===== src/rtl/dlx_pkg.sv =====
// Shared writeback-path types: result kinds, datapath widths and the FIFO entry layout.
package dlx_pkg;
  localparam int XLEN = 32;
  localparam int REGW = 5;

  typedef enum logic [2:0] {
    K_ALU = 3'd0,
    K_LB  = 3'd1,
    K_LBU = 3'd2,
    K_LH  = 3'd3,
    K_LHU = 3'd4,
    K_LW  = 3'd5
  } kind_e;

  typedef struct packed {
    logic [XLEN-1:0] val;
    logic [REGW-1:0] rd;
    logic            wr;
  } wb_ent_t;
endpackage


===== src/rtl/load_align.sv =====
// Result formatter: picks ALU data or a big-endian load lane and extends it.
module load_align
  import dlx_pkg::*;
(
  input  logic [2:0]      kind_i,
  input  logic [1:0]      addr_lo_i,
  input  logic [XLEN-1:0] alu_i,
  input  logic [XLEN-1:0] mem_i,
  output logic [XLEN-1:0] value_o,
  output logic            flag_o
);
  logic [7:0]  byte_sel;
  logic [15:0] half_sel;

  always_comb begin
    // Byte 0 of the address is the most significant byte of the word.
    case (addr_lo_i)
      2'd0:    byte_sel = mem_i[31:24];
      2'd1:    byte_sel = mem_i[23:16];
      2'd2:    byte_sel = mem_i[15:8];
      default: byte_sel = mem_i[7:0];
    endcase
    half_sel = addr_lo_i[1] ? mem_i[15:0] : mem_i[31:16];

    value_o = '0;
    flag_o  = 1'b1;
    case (kind_i)
      K_ALU:   value_o = alu_i;
      K_LB:    value_o = {{24{byte_sel[7]}}, byte_sel};
      K_LBU:   value_o = {24'd0, byte_sel};
      K_LH:    value_o = {{16{half_sel[15]}}, half_sel};
      K_LHU:   value_o = {16'd0, half_sel};
      K_LW:    value_o = mem_i;
      default: flag_o  = 1'b0;
    endcase
  end
endmodule


===== src/rtl/wb_stage.sv =====
// Writeback stage: 2-entry result FIFO feeding the regfile write port, with
// pending-register scoreboard and a retired-write counter.
module wb_stage
  import dlx_pkg::*;
(
  input  logic            clk,
  input  logic            reset,
  input  logic            in_valid,
  output logic            in_ready,
  input  logic [REGW-1:0] in_rd,
  input  logic [2:0]      in_kind,
  input  logic [XLEN-1:0] in_alu,
  input  logic [XLEN-1:0] in_mem,
  input  logic [1:0]      in_addr_lo,
  input  logic            hold,
  output logic [REGW-1:0] Rd,
  output logic [XLEN-1:0] reg_s,
  output logic [XLEN-1:0] pending,
  output logic [XLEN-1:0] retired
);
  wb_ent_t         fifo_q [2];
  logic            rd_ptr_q, wr_ptr_q;
  logic [1:0]      count_q, count_d;
  logic [REGW-1:0] rd_q, rd_d;
  logic [XLEN-1:0] reg_s_q, reg_s_d;
  logic [XLEN-1:0] retired_q, retired_d;
  logic [XLEN-1:0] fmt_val;
  logic            fmt_flag;
  logic            push, pop;
  wb_ent_t         push_ent, head;

  load_align u_align (
    .kind_i   (in_kind),
    .addr_lo_i(in_addr_lo),
    .alu_i    (in_alu),
    .mem_i    (in_mem),
    .value_o  (fmt_val),
    .flag_o   (fmt_flag)
  );

  assign in_ready = (count_q != 2'd2);
  assign push     = in_valid && in_ready;
  assign pop      = (count_q != 2'd0) && !hold;
  assign head     = fifo_q[rd_ptr_q];

  always_comb begin
    push_ent.val = fmt_val;
    push_ent.rd  = in_rd;
    push_ent.wr  = fmt_flag && (in_rd != '0);
  end

  always_comb begin
    count_d = count_q;
    if (push && !pop)      count_d = count_q + 2'd1;
    else if (!push && pop) count_d = count_q - 2'd1;

    // Idle cycles write r0 with zero so the regfile bypass keeps r0 reading 0.
    rd_d      = '0;
    reg_s_d   = '0;
    retired_d = retired_q;
    if (pop && head.wr) begin
      rd_d      = head.rd;
      reg_s_d   = head.val;
      retired_d = retired_q + 32'd1;
    end
  end

  always_comb begin
    pending = '0;
    for (int i = 0; i < 2; i++) begin
      if ((count_q == 2'd2 || (count_q == 2'd1 && rd_ptr_q == 1'(i))) && fifo_q[i].wr)
        pending[fifo_q[i].rd] = 1'b1;
    end
    pending[0] = 1'b0;
  end

  always_ff @(posedge clk) begin
    if (reset) begin
      count_q   <= '0;
      rd_ptr_q  <= 1'b0;
      wr_ptr_q  <= 1'b0;
      rd_q      <= '0;
      reg_s_q   <= '0;
      retired_q <= '0;
    end else begin
      count_q   <= count_d;
      rd_ptr_q  <= rd_ptr_q ^ pop;
      wr_ptr_q  <= wr_ptr_q ^ push;
      rd_q      <= rd_d;
      reg_s_q   <= reg_s_d;
      retired_q <= retired_d;
    end
  end

  // Entry storage needs no reset; validity is carried by count/pointers.
  always_ff @(posedge clk) begin
    if (!reset && push) fifo_q[wr_ptr_q] <= push_ent;
  end

  assign Rd      = rd_q;
  assign reg_s   = reg_s_q;
  assign retired = retired_q;
endmodule


===== config.mk =====
export PLATFORM = sky130hd
export DESIGN_NAME = wb_stage
export DESIGN_NICKNAME = d
export VERILOG_FILES = /design/src/rtl/dlx_pkg.sv /design/src/rtl/load_align.sv /design/src/rtl/wb_stage.sv
export SDC_FILE = /design/constraint.sdc
export NUM_CORES = 1
export LEC_CHECK = 0
export BUFFER_PORTS_ARGS = -buffer_cell sky130_fd_sc_hd__buf_2
export CAP_MARGIN = 30
export CORE_ASPECT_RATIO = 1.5
export CORE_UTILIZATION = 49
export DETAILED_ROUTE_END_ITERATION = 10
export PLACE_DENSITY = 0.82
export SLEW_MARGIN = 20
export SYNTH_ARGS = -nofsm -noshare
export SYNTH_HDL_FRONTEND = slang
export SYNTH_HIERARCHICAL = 1
export SYNTH_SLANG_ARGS = --single-unit

===== constraint.sdc =====
create_clock -name clk -period 4.4 [get_ports clk]
set_input_delay 0.22 -clock clk [delete_from_list [all_inputs] [get_ports clk]]
set_output_delay 0.22 -clock clk [all_outputs]
set_load 0.1 [all_outputs]

* Yosys cells after proc, flatten, opt, wreduce, memory -nomap -nowiden *
Memory sizes are Yosys's and may differ from the RTL's. A register that Yosys moved wholly into a read port is not among the register bits.
Index checks and enable logic that the tools add are counted.

storage, ports and cells
  register bits = 73
  output and inout port bits = 102
  RAM bits = 76
  memories kept = 1
  bits of input ports = 78
  word-level logic and storage cells = 70

memory list
  memory  depth  bits a word  rd ports  clocked after memory_dff  wr ports  RTL line        source
  fifo_q  2      38           3         1                         1         wb_stage.sv:21  wb_ent_t fifo_q [2];

cells by class
  eq/ne operators = 10
  $lt $le $gt $ge = 4
  reduce and logical (&&, ||, !) cells = 26
  mux-type cells = 15
  add/sub/neg operators = 3
  bitwise operators = 5

operators with widths
  kind                     number
  $pmux W32 S6             1
  $mux W32                 2
  $add A32 B1 Y32 const B  1
  $or A32 B32 Y32          1
  $pmux W8 S3              1
  $mux W16                 1
  $logic_and A1 B1 Y1      13
  $lt A5 B6 Y1 const B     2
  $demux W1 S5             2
  $ge A5 B1 Y1 const B     2
  $eq A3 B2 Y1 const B     2
  $eq A3 B3 Y1 const B     2
  $mux W1                  6
  $reduce_or A6 Y1         1
  $reduce_bool A5 Y1       1
  $eq A2 B1 Y1 const B     2
  $eq A2 B2 Y1 const B     2
  $logic_not A1 Y1         4
  $mux W2                  2
  $reduce_bool A2 Y1       2
  $eq A3 B1 Y1 const B     1
  $logic_not A3 Y1         1
  $add A2 B1 Y2 const B    1
  $logic_not A2 Y1         1
  6 further kinds          9

* Depth between registers and ports, before layout *
Gate-level depths: netlist of run 1.
An unclocked memory read counts as a cell.

  depth after elaboration = 8
  mapped depth = 9
  depth with buffers taken out = 9

* By module *
The synthesis of run 1 kept the hierarchy.

modules (own cells, without submodules)
  module      instances  area an instance (um2)  cells an instance
  wb_stage    1          5845.6                  484
  load_align  1          1471.4                  212

* Least setup slack after synthesis of run 1 *
No wires, ideal clock.

  kind = reg-to-reg
  from = register count_q[0]
  to = memory fifo_q[0][0] (netlist name), enable pin
  setup slack = 0.188 ns
  period minus slack after synthesis = 4.212 ns
  cell stages (with the launch flop) = 5
  required time = 3.911 ns
  arrival = 3.723 ns
  path through = dfxtp_1 -> inv_1 -> ha_1 -> nor2b_1 -> nor3b_1

between the ends
  cells in the longest elaborated chain, start to end = 5

ends and longest elaborated chain
  what                           RTL line        source
  from (decl)                    wb_stage.sv:23  logic [1:0] count_q, count_d;
  from (signal assigned)         wb_stage.sv:86  count_q <= count_d;
  $ne A2 B2 Y1                   wb_stage.sv:41  assign in_ready = (count_q != 2'd2);
  $logic_and A1 B1 Y1            wb_stage.sv:42  assign push = in_valid && in_ready;
  $logic_and A1 B1 Y1            wb_stage.sv:97  if (!reset && push) fifo_q[wr_ptr_q] <= push_ent;
  $mux W1                        wb_stage.sv:97
  $mux W1 (implied by the code)  wb_stage.sv:97
  to (decl)                      wb_stage.sv:21

Every way passes these cells.

* Worst setup path after layout of run 1 *
  from = register count_q[0]
  to = output pending[26]

between the ends
  cells in the longest elaborated chain, start to end = 7
  elaborated cells between the ends (all ways) = 11

ends and longest elaborated chain
  what                              RTL line        source
  $eq A2 B1 Y1                      wb_stage.sv:71  if ((count_q == 2'd2 || (count_q == 2'd1 && rd_ptr_q == 1'(i))) && fifo_q[i].wr)
  $logic_and A1 B1 Y1               wb_stage.sv:71
  $logic_or A1 B1 Y1                wb_stage.sv:71
  $logic_and A1 B1 Y1               wb_stage.sv:71
  $mux W32                          wb_stage.sv:71
  $or A32 B32 Y32 (no source line)  -
  $mux W32 (*)                      wb_stage.sv:71
  to (decl)                         wb_stage.sv:18  output logic [XLEN-1:0] pending,

Mark *: on every way between the ends. The rest lies on a longest branch, timed or not.

==> results of run 1 <==
==> final cells by class <==
| type | count | area [um2] |
|---|---|---|
| Multi-Input combinational cell | 478 | 3240 |
| Inverter | 14 | 52.6 |
| Timing Repair Buffer | 183 | 943 |
| Sequential cell | 149 | 3740 |
| Fill cell | 1260 | 5790 |
| Clock inverter | 10 | 83.8 |
| Clock buffer | 21 | 493 |
| Tap cell | 196 | 245 |
==> registers in the layout, summed over array words and instances (netlist names) <==
| name | count |
|---|---|
| retired | 32 |
| Rd | 5 |
| rd_ptr_q | 1 |
| wr_ptr_q | 1 |
| fifo_q | 76 |
| reg_s | 32 |
| count_q | 2 |
==> kinds of logic (layout without fill, tap and decap cells) <==
logic type	after synthesis	count (layout)	share of synthesized area, %
other cells	1	1	0.0513
xor+xnor	12	12	1.44
buf+inv	69	228	4.65
mux	55	55	8.67
compound gates	192	192	17.2
simple gates	213	213	16.0
flops	149	149	51.2
fa+ha+maj	5	5	0.855
==> cells in the mapped netlist (all sizes together), types with 18 or more instances <==
master   n  share of area [%]
edfxtp  76                 31
nor2b   23                2.0
a21oi   52                3.6
buf     32                2.7
clkbuf  22                1.1
mux2i   42                5.7
o22ai   49                4.2
nor2    61                3.2
dfxtp   73                 20
a22oi   21                2.2
nand3   18                1.3
nand2   31                1.6
==> worst register-to-register path, cell delays in order (launching register included) <==
cell and delay [ns]:
sky130_fd_sc_hd__dfxtp_1 0.38, sky130_fd_sc_hd__inv_1 0.08, sky130_fd_sc_hd__ha_1 0.23, sky130_fd_sc_hd__and4bb_2 0.37
sky130_fd_sc_hd__nand4_1 0.58, sky130_fd_sc_hd__or4_1 0.71, sky130_fd_sc_hd__a21oi_1 0.15
==> metrics by stage <==
step,power [uW],setup slack (ns)
6_report,3940,1.59
5_1_grt,4100,1.40
2_1_floorplan,2380,0.188
3_5_place_dp,2570,1.86
3_3_place_gp,2560,1.96
4_1_cts,3970,1.57
==> report_power, final <==
group / internal [uW] / total (uW) / switching (uW) / leakage (uW)
Sequential: 1580 / 1630 / 50.4 / 0.00129
Combinational: 267 / 919 / 652 / 0.00180
Clock: 814 / 1390 / 573 / 0.000281
==> how the worst max path moves through the flow <==
stage / start / to / depth (start not counted)
2_1_floorplan: count_q[0] / fifo_q[0][0] / 4
3_3_place_gp: count_q[0] / retired[31] / 6
3_5_place_dp: count_q[0] / retired[31] / 6
4_1_cts: count_q[1] / pending[26] / 7
5_1_grt: count_q[0] / pending[24] / 7
6_report: count_q[0] / pending[26] / 6
==> layer usage <==
metal	track usage [%]	vias to the layer above	share of wire (%)
met5	0	-	0
met4	10.4	0	2.9
met3	3.53	39	6.2
met2	43.3	317	52
met1	27.3	2890	38
li1	-	2935	-
==> impl_metrics.sql, run 1 <==
INSERT INTO impl_metrics (metric_group, metric, value, unit) VALUES
('status', 'outcome', 'finished clean', ''),
('logic_synthesis', 'ys.warnings.count', '6', ''),
('route', 'vias', '6181', ''),
('grt', 'antenna_found_initial', '0', ''),
('setup_path', 'arrival_time_at_the_worst_endpoint', '2.59', 'ns'),
('die', 'placementRows', '54', ''),
('timing', 'report.final.hold_viol_count', '0', ''),
('logic_synthesis', 'synth.ff_latch_count', '149', ''),
('pwr', 'power.density_cell_area', '447', 'nW/um2'),
('setup_path', 'slowest_stage', 'sky130_fd_sc_hd__or3b_2', ''),
('logic_synthesis', 'synthesis.area', '7320', 'um2'),
('timing', 'worst-slew-pin-transition', '0.905', 'ns'),
('setup_path', 'critical_path.reg2reg.endpoint', 'retired[31]', ''),
('placement', 'post-dp-hpwl', '13.1', 'mm'),
('logic_synthesis', 'synth_area_per_cell', '10.5', 'um2'),
('placement', 'globalplace.congestion', '0.978', ''),
('timing', 'finalClockSkew', '0.0191', 'ns'),
('finish', 'drive_above_1_share', '28.8', '%'),
('finish', 'num_antenna_cells', '0', ''),
('setup_path', 'cp_max_fo', '8', ''),
('worst_hold_path', 'holdPathStages', '1', ''),
('grt', 'grt_max_degree', '47', ''),
('route', 'avgRoutedWirePerCell', '17.5', 'um'),
('die', 'floorplan.core_area', '14600', 'um2'),
('timing', 'period_minus_slack', '2.81', 'ns'),
('worst_hold_path', 'min-delay-path-class', 'in2reg', ''),
('logic_synthesis', 'synth.net_count', '779', ''),
('logic_synthesis', 'synthDistinctLibCells', '64', ''),
('finish', 'final_cell_mix', 'sky130_fd_sc_hd__buf_2, sky130_fd_sc_hd__edfxtp_1, sky130_fd_sc_hd__dfxtp_1, sky130_fd_sc_hd__nor2_1, sky130_fd_sc_hd__a21oi_1', ''),
('route', 'detail_route.wirelength', '18.4', 'mm'),
('route', 'post_drt_via_cell_ratio', '5.88', ''),
('setup_path', 'flop_to_flop_setup_slack', '1.84', 'ns'),
('timing', 'finalHoldWorstSlack', '0.0239', 'ns'),
('placement', 'placement.cell_area', '8200', 'um2'),
('pwr', 'vdd_drop_max', '0.217', 'mV'),
('pwr', 'leak', '0.00338', 'uW'),
('clocking', 'cts_inserted_buffers', '17', ''),
('setup_path', 'cp_top_family', 'simple AND/OR/NAND/NOR gates', ''),
('worst_hold_path', 'holdPathEnd', 'fifo_q[1][3]', ''),
('grt', 'grt_usage', '23.8', '%'),
('logic_synthesis', 'synth_async_sr_flop_share', '0', '%'),
('logic_synthesis', 'number_of_flops_mapped_to_enable_cells_by_yosys', '76', ''),
('setup_path', 'worst_r2r_start', 'count_q[0]', ''),
('clocking', 'cts_tree', 'yes', ''),
('logic_synthesis', 'synth-seq-area-share', '51.2', '%'),
('timing', 'post_route_setup_tns', '0', 'ns'),
('setup_path', 'worst_setup_path_end_kind', 'primary output', ''),
('die', 'floorplan.die_area', '15400', 'um2'),
('setup_path', 'timing.critical_path.required', '4.18', 'ns'),
('clocking', 'clkSlewWorstSetupHoldPaths', '0.06', 'ns'),
('setup_path', 'ws_path_type', 'reg2out', ''),
('placement', 'port-buffer-count', '178', ''),
('finish', 'final-instance-count-excl-fill', '1051', ''),
('grt', 'grt_pass1_wl', '28.1', 'mm'),
('route', 'detailedRoute.firstPassIterationCount', '5', ''),
('timing', 'final_max_slew_viol_count', '0', ''),
('clocking', 'post_cts_resized', '0', ''),
('die', 'ios', '180', ''),
('timing', 'max-slew-margin-rel', '39.6', '%'),
('clocking', 'clock-root-buffer', 'sky130_fd_sc_hd__clkbuf_16', ''),
('timing', 'setup_viol_count_final', '0', ''),
('timing', 'max_freq', '356', 'MHz'),
('clocking', 'clk_path_buf_depth', '2', ''),
('die', 'chipHeight', '152', 'um'),
('grt', 'gr-total-overflow', '0', ''),
('clocking', 'clock_latency', '0.41', 'ns'),
('logic_synthesis', 'dominantRegCellSynth', 'sky130_fd_sc_hd__edfxtp_1', ''),
('setup_path', 'critical_path.startpoint_type', 'flip-flop', ''),
('timing', 'post-route-period-util', '63.9', '%'),
('route', 'antenna_left', '0', ''),
('logic_synthesis', 'syn-instance-count', '696', '');
(Power assumes the default switching activity.)
==> run 2: changes to the inputs <==
==> constraint.sdc (replaced) <==
create_clock -name clk -period 2.55 [get_ports clk]
set_input_delay 0.1275 -clock clk [delete_from_list [all_inputs] [get_ports clk]]
set_output_delay 0.1275 -clock clk [all_outputs]
set_load 0.1 [all_outputs]
==> run 2 against run 1 <==
- final area up 5.0%
- global-route usage decreased by 0.087 points
- largest cell class unchanged
- die area stayed put
- critical path type unchanged
- power up 78%
- highest routed layer unchanged
==> impl_metrics.sql, run 2 (synthesis results as in run 1) <==
INSERT INTO impl_metrics (metric_group, metric, value, unit) VALUES
('finish', 'drive_above_1_share', '32.5', '%'),
('clocking', 'cts_htree_levels', '4', ''),
('route', 'avgRoutedWirePerCell', '17.4', 'um'),
('grt', 'antenna_found_initial', '0', ''),
('timing', 'period_minus_slack', '2.50', 'ns'),
('finish', 'layout.cells.most_common', 'sky130_fd_sc_hd__buf_2', ''),
('clocking', 'clkSlewWorstSetupHoldPaths', '0.07', 'ns'),
('route', 'vias', '6295', ''),
('setup_path', 'ws_path_type', 'reg2out', ''),
('timing', 'setup_viol_count_final', '0', ''),
('finish', 'area.growth.synth_to_final', '26.4', '%'),
('clocking', 'clk_path_buf_depth', '2', ''),
('finish', 'finish.utilization', '63.4', '%'),
('grt', 'gr-total-overflow', '0', ''),
('setup_path', 'max_stage_delay', '0.49', 'ns'),
('finish', 'number_of_flip_flops_under_the_largest_register_name', '76', ''),
('setup_path', 'cp_max_fo', '8', ''),
('timing', 'max-slew-margin-rel', '53.8', '%'),
('finish', 'final_cell_mix', 'sky130_fd_sc_hd__buf_2, sky130_fd_sc_hd__edfxtp_1, sky130_fd_sc_hd__dfxtp_1, sky130_fd_sc_hd__nor2_1, sky130_fd_sc_hd__a21oi_1', ''),
('finish', 'largest_register', 'fifo_q', ''),
('die', 'start_util', '50.1', '%'),
('die', 'floorplan.die_area', '15400', 'um2'),
('die', 'placementRows', '54', ''),
('placement', 'port-buffer-count', '178', ''),
('route', 'post-route-drc-count', '0', ''),
('grt', 'grt_max_degree', '33', ''),
('setup_path', 'path_buf_inv', '2', ''),
('setup_path', 'worst_setup_path_end_kind', 'primary output', ''),
('die', 'floorplan.core_area', '14600', 'um2'),
('clocking', 'clock-root-buffer', 'sky130_fd_sc_hd__clkbuf_16', ''),
('timing', 'worst-slew-pin-transition', '0.692', 'ns'),
('die', 'ios', '180', ''),
('placement', 'post-dp-hpwl', '13.5', 'mm'),
('route', 'dr.first_iter.drc_count', '220', ''),
('grt', 'grt_usage', '23.7', '%'),
('clocking', 'cts_tree', 'yes', ''),
('placement', 'preCtsSetupSlack', '0.305', 'ns'),
('route', 'post_drt_via_cell_ratio', '5.89', ''),
('clocking', 'cts_inserted_buffers', '17', ''),
('placement', 'globalplace.congestion', '0.977', ''),
('timing', 'max_freq', '401', 'MHz'),
('grt', 'first_global_vias', '5746', ''),
('clocking', 'clock_latency', '0.41', 'ns'),
('finish', 'finish.net_count', '943', ''),
('worst_hold_path', 'min-delay-path-class', 'in2reg', ''),
('setup_path', 'timing.critical_path.required', '2.42', 'ns'),
('setup_path', 'cp_top_family', 'simple AND/OR/NAND/NOR gates', ''),
('route', 'detail_route.wirelength', '18.6', 'mm'),
('setup_path', 'arrival_time_at_the_worst_endpoint', '2.37', 'ns'),
('setup_path', 'cp_cell_sequence', 'inv_1, ha_1, nor2b_1, o21ai_0, or3b_4, o22ai_1, buf_6', ''),
('flow_run', 'maxCapViolations', '0', ''),
('grt', 'grt_pass1_wl', '28.0', 'mm'),
('setup_path', 'slowest_stage', 'sky130_fd_sc_hd__or3b_4', ''),
('timing', 'postLayoutSetupSlackWorst', '0.0535', 'ns'),
('pwr', 'leak', '0.00350', 'uW'),
('status', 'outcome', 'finished clean', ''),
('timing', 'report.final.hold_viol_count', '0', ''),
('timing', 'finalClockSkew', '0.00951', 'ns'),
('pwr', 'power.density_cell_area', '760', 'nW/um2'),
('timing', 'final_max_slew_viol_count', '0', ''),
('placement', 'placement.cell_area', '8450', 'um2'),
('timing', 'finalHoldWorstSlack', '0.102', 'ns'),
('route', 'antenna_left', '0', ''),
('die', 'chipHeight', '152', 'um'),
('route', 'detailedRoute.firstPassIterationCount', '6', ''),
('timing', 'post-route-period-util', '97.9', '%'),
('pwr', 'vdd_drop_max', '0.384', 'mV'),
('clocking', 'numClockSinks', '149', ''),
('setup_path', 'critical_path.startpoint_type', 'flip-flop', ''),
('die', 'chipWidth', '102', 'um'),
('finish', 'num_antenna_cells', '0', ''),
('finish', 'post-route-cell-area', '9250', 'um2');
-- run 2: cell type report --
class | instances | area, um2
multi-input cells | 478 | 3390
well taps | 196 | 245
clock buffers | 17 | 425
repair buffers | 200 | 1200
flip-flops and latches | 149 | 3740
clock inverters | 15 | 181
fillers | 1188 | 5350
inverters | 14 | 52.6
-- run 2: path summary, 6_finish.rpt --
| path | from | to | slack (ns) | depth (start not counted) |
|---|---|---|---|---|
| setup / recovery | count_q[1] | pending[22] | 0.05 | 7 |
| hold / removal | in_mem[3] | fifo_q[1][9] | 0.10 | 3 |
| hold reg to reg | fifo_q[1][17] | reg_s[11] | 0.48 | 2 |
| setup reg to reg | count_q[0] | retired[29] | 0.43 | 7 |
-- run 2: worst reg2reg max path: cells and delay by family, from the launching register on --
kind | cells | cell delay [ns]
adder cells (fa/ha/maj) | 1 | 0.24
buffers and inverters | 2 | 0.29
AO/OA/AOI/OAI | 1 | 0.17
flip-flops | 1 | 0.37
AND/OR/NAND/NOR | 3 | 0.99
-- run 2: power breakdown --
| group | internal [uW] | total, uW | switching, uW |
|---|---|---|---|
| logic | 515 | 1670 | 1160 |
| clock network | 1490 | 2540 | 1050 |
| registers | 2720 | 2820 | 90.6 |
-- run 2: repair_timing --
action	CTS	global route
endpoints found under the hold margin	10	0
pin swaps	0	1
endpoints found under the setup margin	26	24
buffers inserted	0	0
resized for setup	30	11
hold buffers	5	0
-- run 2: routing by layer --
metal | wire length [um] | GRT usage, % | vias up
li1 | - | - | 2974
met4 | 617 | 11.2 | 0
met5 | 0 | 0 | -
met2 | 9910 | 43.3 | 298
met3 | 1090 | 4.36 | 35
met1 | 6930 | 26.2 | 2988
-- run 2: per-stage QoR --
stage | TNS (ns) | total power, uW | std cells
after floorplan | -6.09 | 4120 | 696
after global placement | 0 | 4470 | 1031
after detailed placement | 0 | 4500 | 1032
after CTS | -0.00454 | 7070 | 1069
after global routing | -0.298 | 7310 | 1069
final | 0 | 7030 | 1069
==> run 3: changes to the inputs <==
--- a/config.mk
+++ b/config.mk
@@ -11,6 +11,7 @@
 export CORE_UTILIZATION = 49
 export DETAILED_ROUTE_END_ITERATION = 10
 export PLACE_DENSITY = 0.82
+export RECOVER_POWER = 50
 export SLEW_MARGIN = 20
 export SYNTH_ARGS = -nofsm -noshare
 export SYNTH_HDL_FRONTEND = slang
==> run 3 against run 2 <==
- combinational power hardly changed
- fmax is 0.64% higher
- non-clock buffer count stayed put
- via count is 0.73% lower
- hold slack worse by 0.0017 ns
- die area stayed put
- register-to-register slack worse by 0.29 ns
- final area is 1.1% lower
- critical path depth stayed put
- cell count stayed put
- largest cell class unchanged
==> impl_metrics.sql, run 3 (synthesis results as in run 1) <==
INSERT INTO impl_metrics (metric_group, metric, value, unit) VALUES
('placement', 'post-dp-hpwl', '13.5', 'mm'),
('setup_path', 'critical_path.reg2reg.endpoint', 'reg_s[20]', ''),
('clocking', 'cts_htree_levels', '4', ''),
('clocking', 'numClockSinks', '149', ''),
('route', 'post_drt_via_cell_ratio', '5.85', ''),
('grt', 'grt_usage', '23.7', '%'),
('timing', 'max_freq', '403', 'MHz'),
('clocking', 'clock-root-buffer', 'sky130_fd_sc_hd__clkbuf_16', ''),
('setup_path', 'flop_to_flop_setup_slack', '0.14', 'ns'),
('placement', 'port-buffer-count', '178', ''),
('pwr', 'switching_power', '2300', 'uW'),
('timing', 'finalClockSkew', '0.0113', 'ns'),
('die', 'chipWidth', '102', 'um'),
('setup_path', 'arrival_time_at_the_worst_endpoint', '2.35', 'ns'),
('clocking', 'clkSlewWorstSetupHoldPaths', '0.07', 'ns'),
('setup_path', 'worst_setup_path_end_kind', 'primary output', ''),
('die', 'ios', '180', ''),
('timing', 'setup_viol_count_final', '0', ''),
('route', 'detailedRoute.firstPassIterationCount', '7', ''),
('worst_hold_path', 'holdPathEnd', 'fifo_q[1][9]', ''),
('worst_hold_path', 'min_from', 'in_mem[3]', ''),
('finish', 'layout.cells.most_common', 'sky130_fd_sc_hd__buf_2', ''),
('finish', 'finish.net_count', '943', ''),
('die', 'floorplan.core_area', '14600', 'um2'),
('placement', 'globalplace.congestion', '0.977', ''),
('pwr', 'comb_power_share', '23.5', '%'),
('clocking', 'clock_latency', '0.41', 'ns'),
('status', 'outcome', 'finished clean', ''),
('pwr', 'cell_internal_pwr', '4710', 'uW'),
('setup_path', 'cp_max_fo', '8', ''),
('route', 'antenna_left', '0', ''),
('setup_path', 'slowest_stage', 'sky130_fd_sc_hd__or3b_4', ''),
('timing', 'post_route_setup_tns', '0', 'ns'),
('setup_path', 'cp_cell_sequence', 'inv_1, ha_1, nor2b_1, o21ai_0, or3b_4, o22ai_1, buf_6', ''),
('pwr', 'leak', '0.00318', 'uW'),
('pwr', 'seq_power_share', '40.2', '%'),
('timing', 'worst-slew-pin-transition', '1.41', 'ns'),
('grt', 'grt_max_degree', '33', ''),
('clocking', 'cts_inserted_buffers', '17', ''),
('die', 'placementRows', '54', ''),
('finish', 'area.growth.synth_to_final', '25.0', '%'),
('setup_path', 'timing.critical_path.required', '2.42', 'ns'),
('finish', 'num_antenna_cells', '0', ''),
('finish', 'largest_register', 'fifo_q', ''),
('setup_path', 'r2r_cells', '5', ''),
('setup_path', 'ws_path_type', 'reg2out', ''),
('finish', 'drive_above_1_share', '23.5', '%'),
('pwr', 'power_switching_share', '32.8', '%'),
('setup_path', 'worst_r2r_start', 'rd_ptr_q', ''),
('pwr', 'power.density_cell_area', '766', 'nW/um2'),
('finish', 'final_cell_mix', 'sky130_fd_sc_hd__buf_2, sky130_fd_sc_hd__edfxtp_1, sky130_fd_sc_hd__clkbuf_1, sky130_fd_sc_hd__dfxtp_1, sky130_fd_sc_hd__nor2_1', ''),
('setup_path', 'critical_path.startpoint_type', 'flip-flop', ''),
('pwr', 'power', '7010', 'uW'),
('route', 'avgRoutedWirePerCell', '17.4', 'um'),
('timing', 'post-route-period-util', '97.3', '%'),
('setup_path', 'max_stage_delay', '0.49', 'ns'),
('route', 'post-route-drc-count', '0', ''),
('timing', 'finalHoldWorstSlack', '0.101', 'ns'),
('pwr', 'vdd_drop_max', '0.390', 'mV'),
('clocking', 'post_cts_buffers', '0', ''),
('route', 'vias', '6249', ''),
('grt', 'antenna_found_initial', '0', ''),
('timing', 'period_minus_slack', '2.48', 'ns'),
('timing', 'report.final.hold_viol_count', '0', ''),
('worst_hold_path', 'min-delay-path-class', 'in2reg', ''),
('timing', 'final_max_slew_viol_count', '0', ''),
('finish', 'number_of_flip_flops_under_the_largest_register_name', '76', ''),
('route', 'dr.first_iter.drc_count', '246', ''),
('grt', 'first_global_vias', '5746', ''),
('die', 'start_util', '50.1', '%'),
('die', 'floorplan.die_area', '15400', 'um2'),
('grt', 'gr-total-overflow', '0', ''),
('clocking', 'cts_tree', 'yes', ''),
('timing', 'max-slew-margin-rel', '6.33', '%'),
('finish', 'finish.utilization', '62.7', '%'),
('flow_run', 'maxCapViolations', '0', ''),
('pwr', 'pwr-share-clk', '36.3', '%'),
('die', 'chipHeight', '152', 'um'),
('grt', 'grt_pass1_wl', '28.0', 'mm'),
('route', 'detail_route.wirelength', '18.6', 'mm'),
('worst_hold_path', 'holdPathStages', '3', ''),
('clocking', 'clk_path_buf_depth', '2', '');
## run 3: cell types whose count changed in the layout (fill, tap and decap cells not counted)
cell / previous run / this run
sky130_fd_sc_hd__clkbuf_2: 0 / 1
sky130_fd_sc_hd__or2_2: 3 / 2
sky130_fd_sc_hd__mux2_2: 7 / 5
sky130_fd_sc_hd__buf_4: 25 / 23
sky130_fd_sc_hd__buf_2: 155 / 80
sky130_fd_sc_hd__o21ai_0: 16 / 17
sky130_fd_sc_hd__o21ai_1: 1 / 0
sky130_fd_sc_hd__mux2_1: 0 / 2
sky130_fd_sc_hd__or2_0: 0 / 1
sky130_fd_sc_hd__clkbuf_1: 0 / 76
## run 3: layer usage
| layer | global-route usage (%) | vias up | wire [um] |
|---|---|---|---|
| li1 | - | 2980 | - |
| met1 | 26.2 | 2972 | 7150 |
| met2 | 43.3 | 264 | 9930 |
| met3 | 4.36 | 33 | 951 |
| met4 | 11.2 | 0 | 603 |
| met5 | 0 | - | 0 |
## run 3: what timing repair did
item,4_1_cts,5_1_grt
cloned,0,0
resized for setup,30,11
endpoints found under the hold margin,10,0
setup endpoints to repair,26,24
hold buffers,5,0
pin swaps,0,1
## run 3: worst max-delay path, delay by kind of cell, from the launching register on
kind	cells	cell delay [ns]
AOI/OAI and AO/OA	2	0.45
adders and majority gates	1	0.15
buffers and inverters	2	0.35
DFF	1	0.33
and+or+nand+nor	2	0.65
## run 3: per-stage QoR
step	cells	area, um2	setup WS [ns]
2_1_floorplan	696	7430	-0.436
5_1_grt	1069	9150	-0.0651
6_report	1069	9150	0.0695
3_5_place_dp	1032	8450	0.305
3_3_place_gp	1031	8450	0.342
4_1_cts	1069	9200	-0.00454
## run 3: worst max-delay path by stage
| stage | startpoint | to | slack, ns |
|---|---|---|---|
| after floorplan | count_q[1] | pending[10] | -0.44 |
| after global placement | count_q[1] | pending[3] | 0.34 |
| after detailed placement | count_q[1] | pending[22] | 0.31 |
| after CTS | count_q[1] | pending[22] | -0.005 |
| after global routing | count_q[1] | pending[22] | -0.07 |
| final | count_q[1] | pending[22] | 0.07 |
## run 3: cell type report
class                           count  area [um2]
Clock buffer                       17         425
Sequential cell                   149        3740
Timing Repair Buffer              200        1100
Tap cell                          196         245
Inverter                           14        52.6
Multi-Input combinational cell    478        3390
Clock inverter                     15         181
Fill cell                        1221        5450
## run 3: power groups by stage
stage          Clock [uW]  Combinational [uW]  Sequential, uW
2_1_floorplan           0                 977            3150
3_3_place_gp            0                1610            2860
4_1_cts              2600                1660            2820
3_5_place_dp            0                1640            2870
6_report             2540                1650            2820
5_1_grt              2700                1760            2830
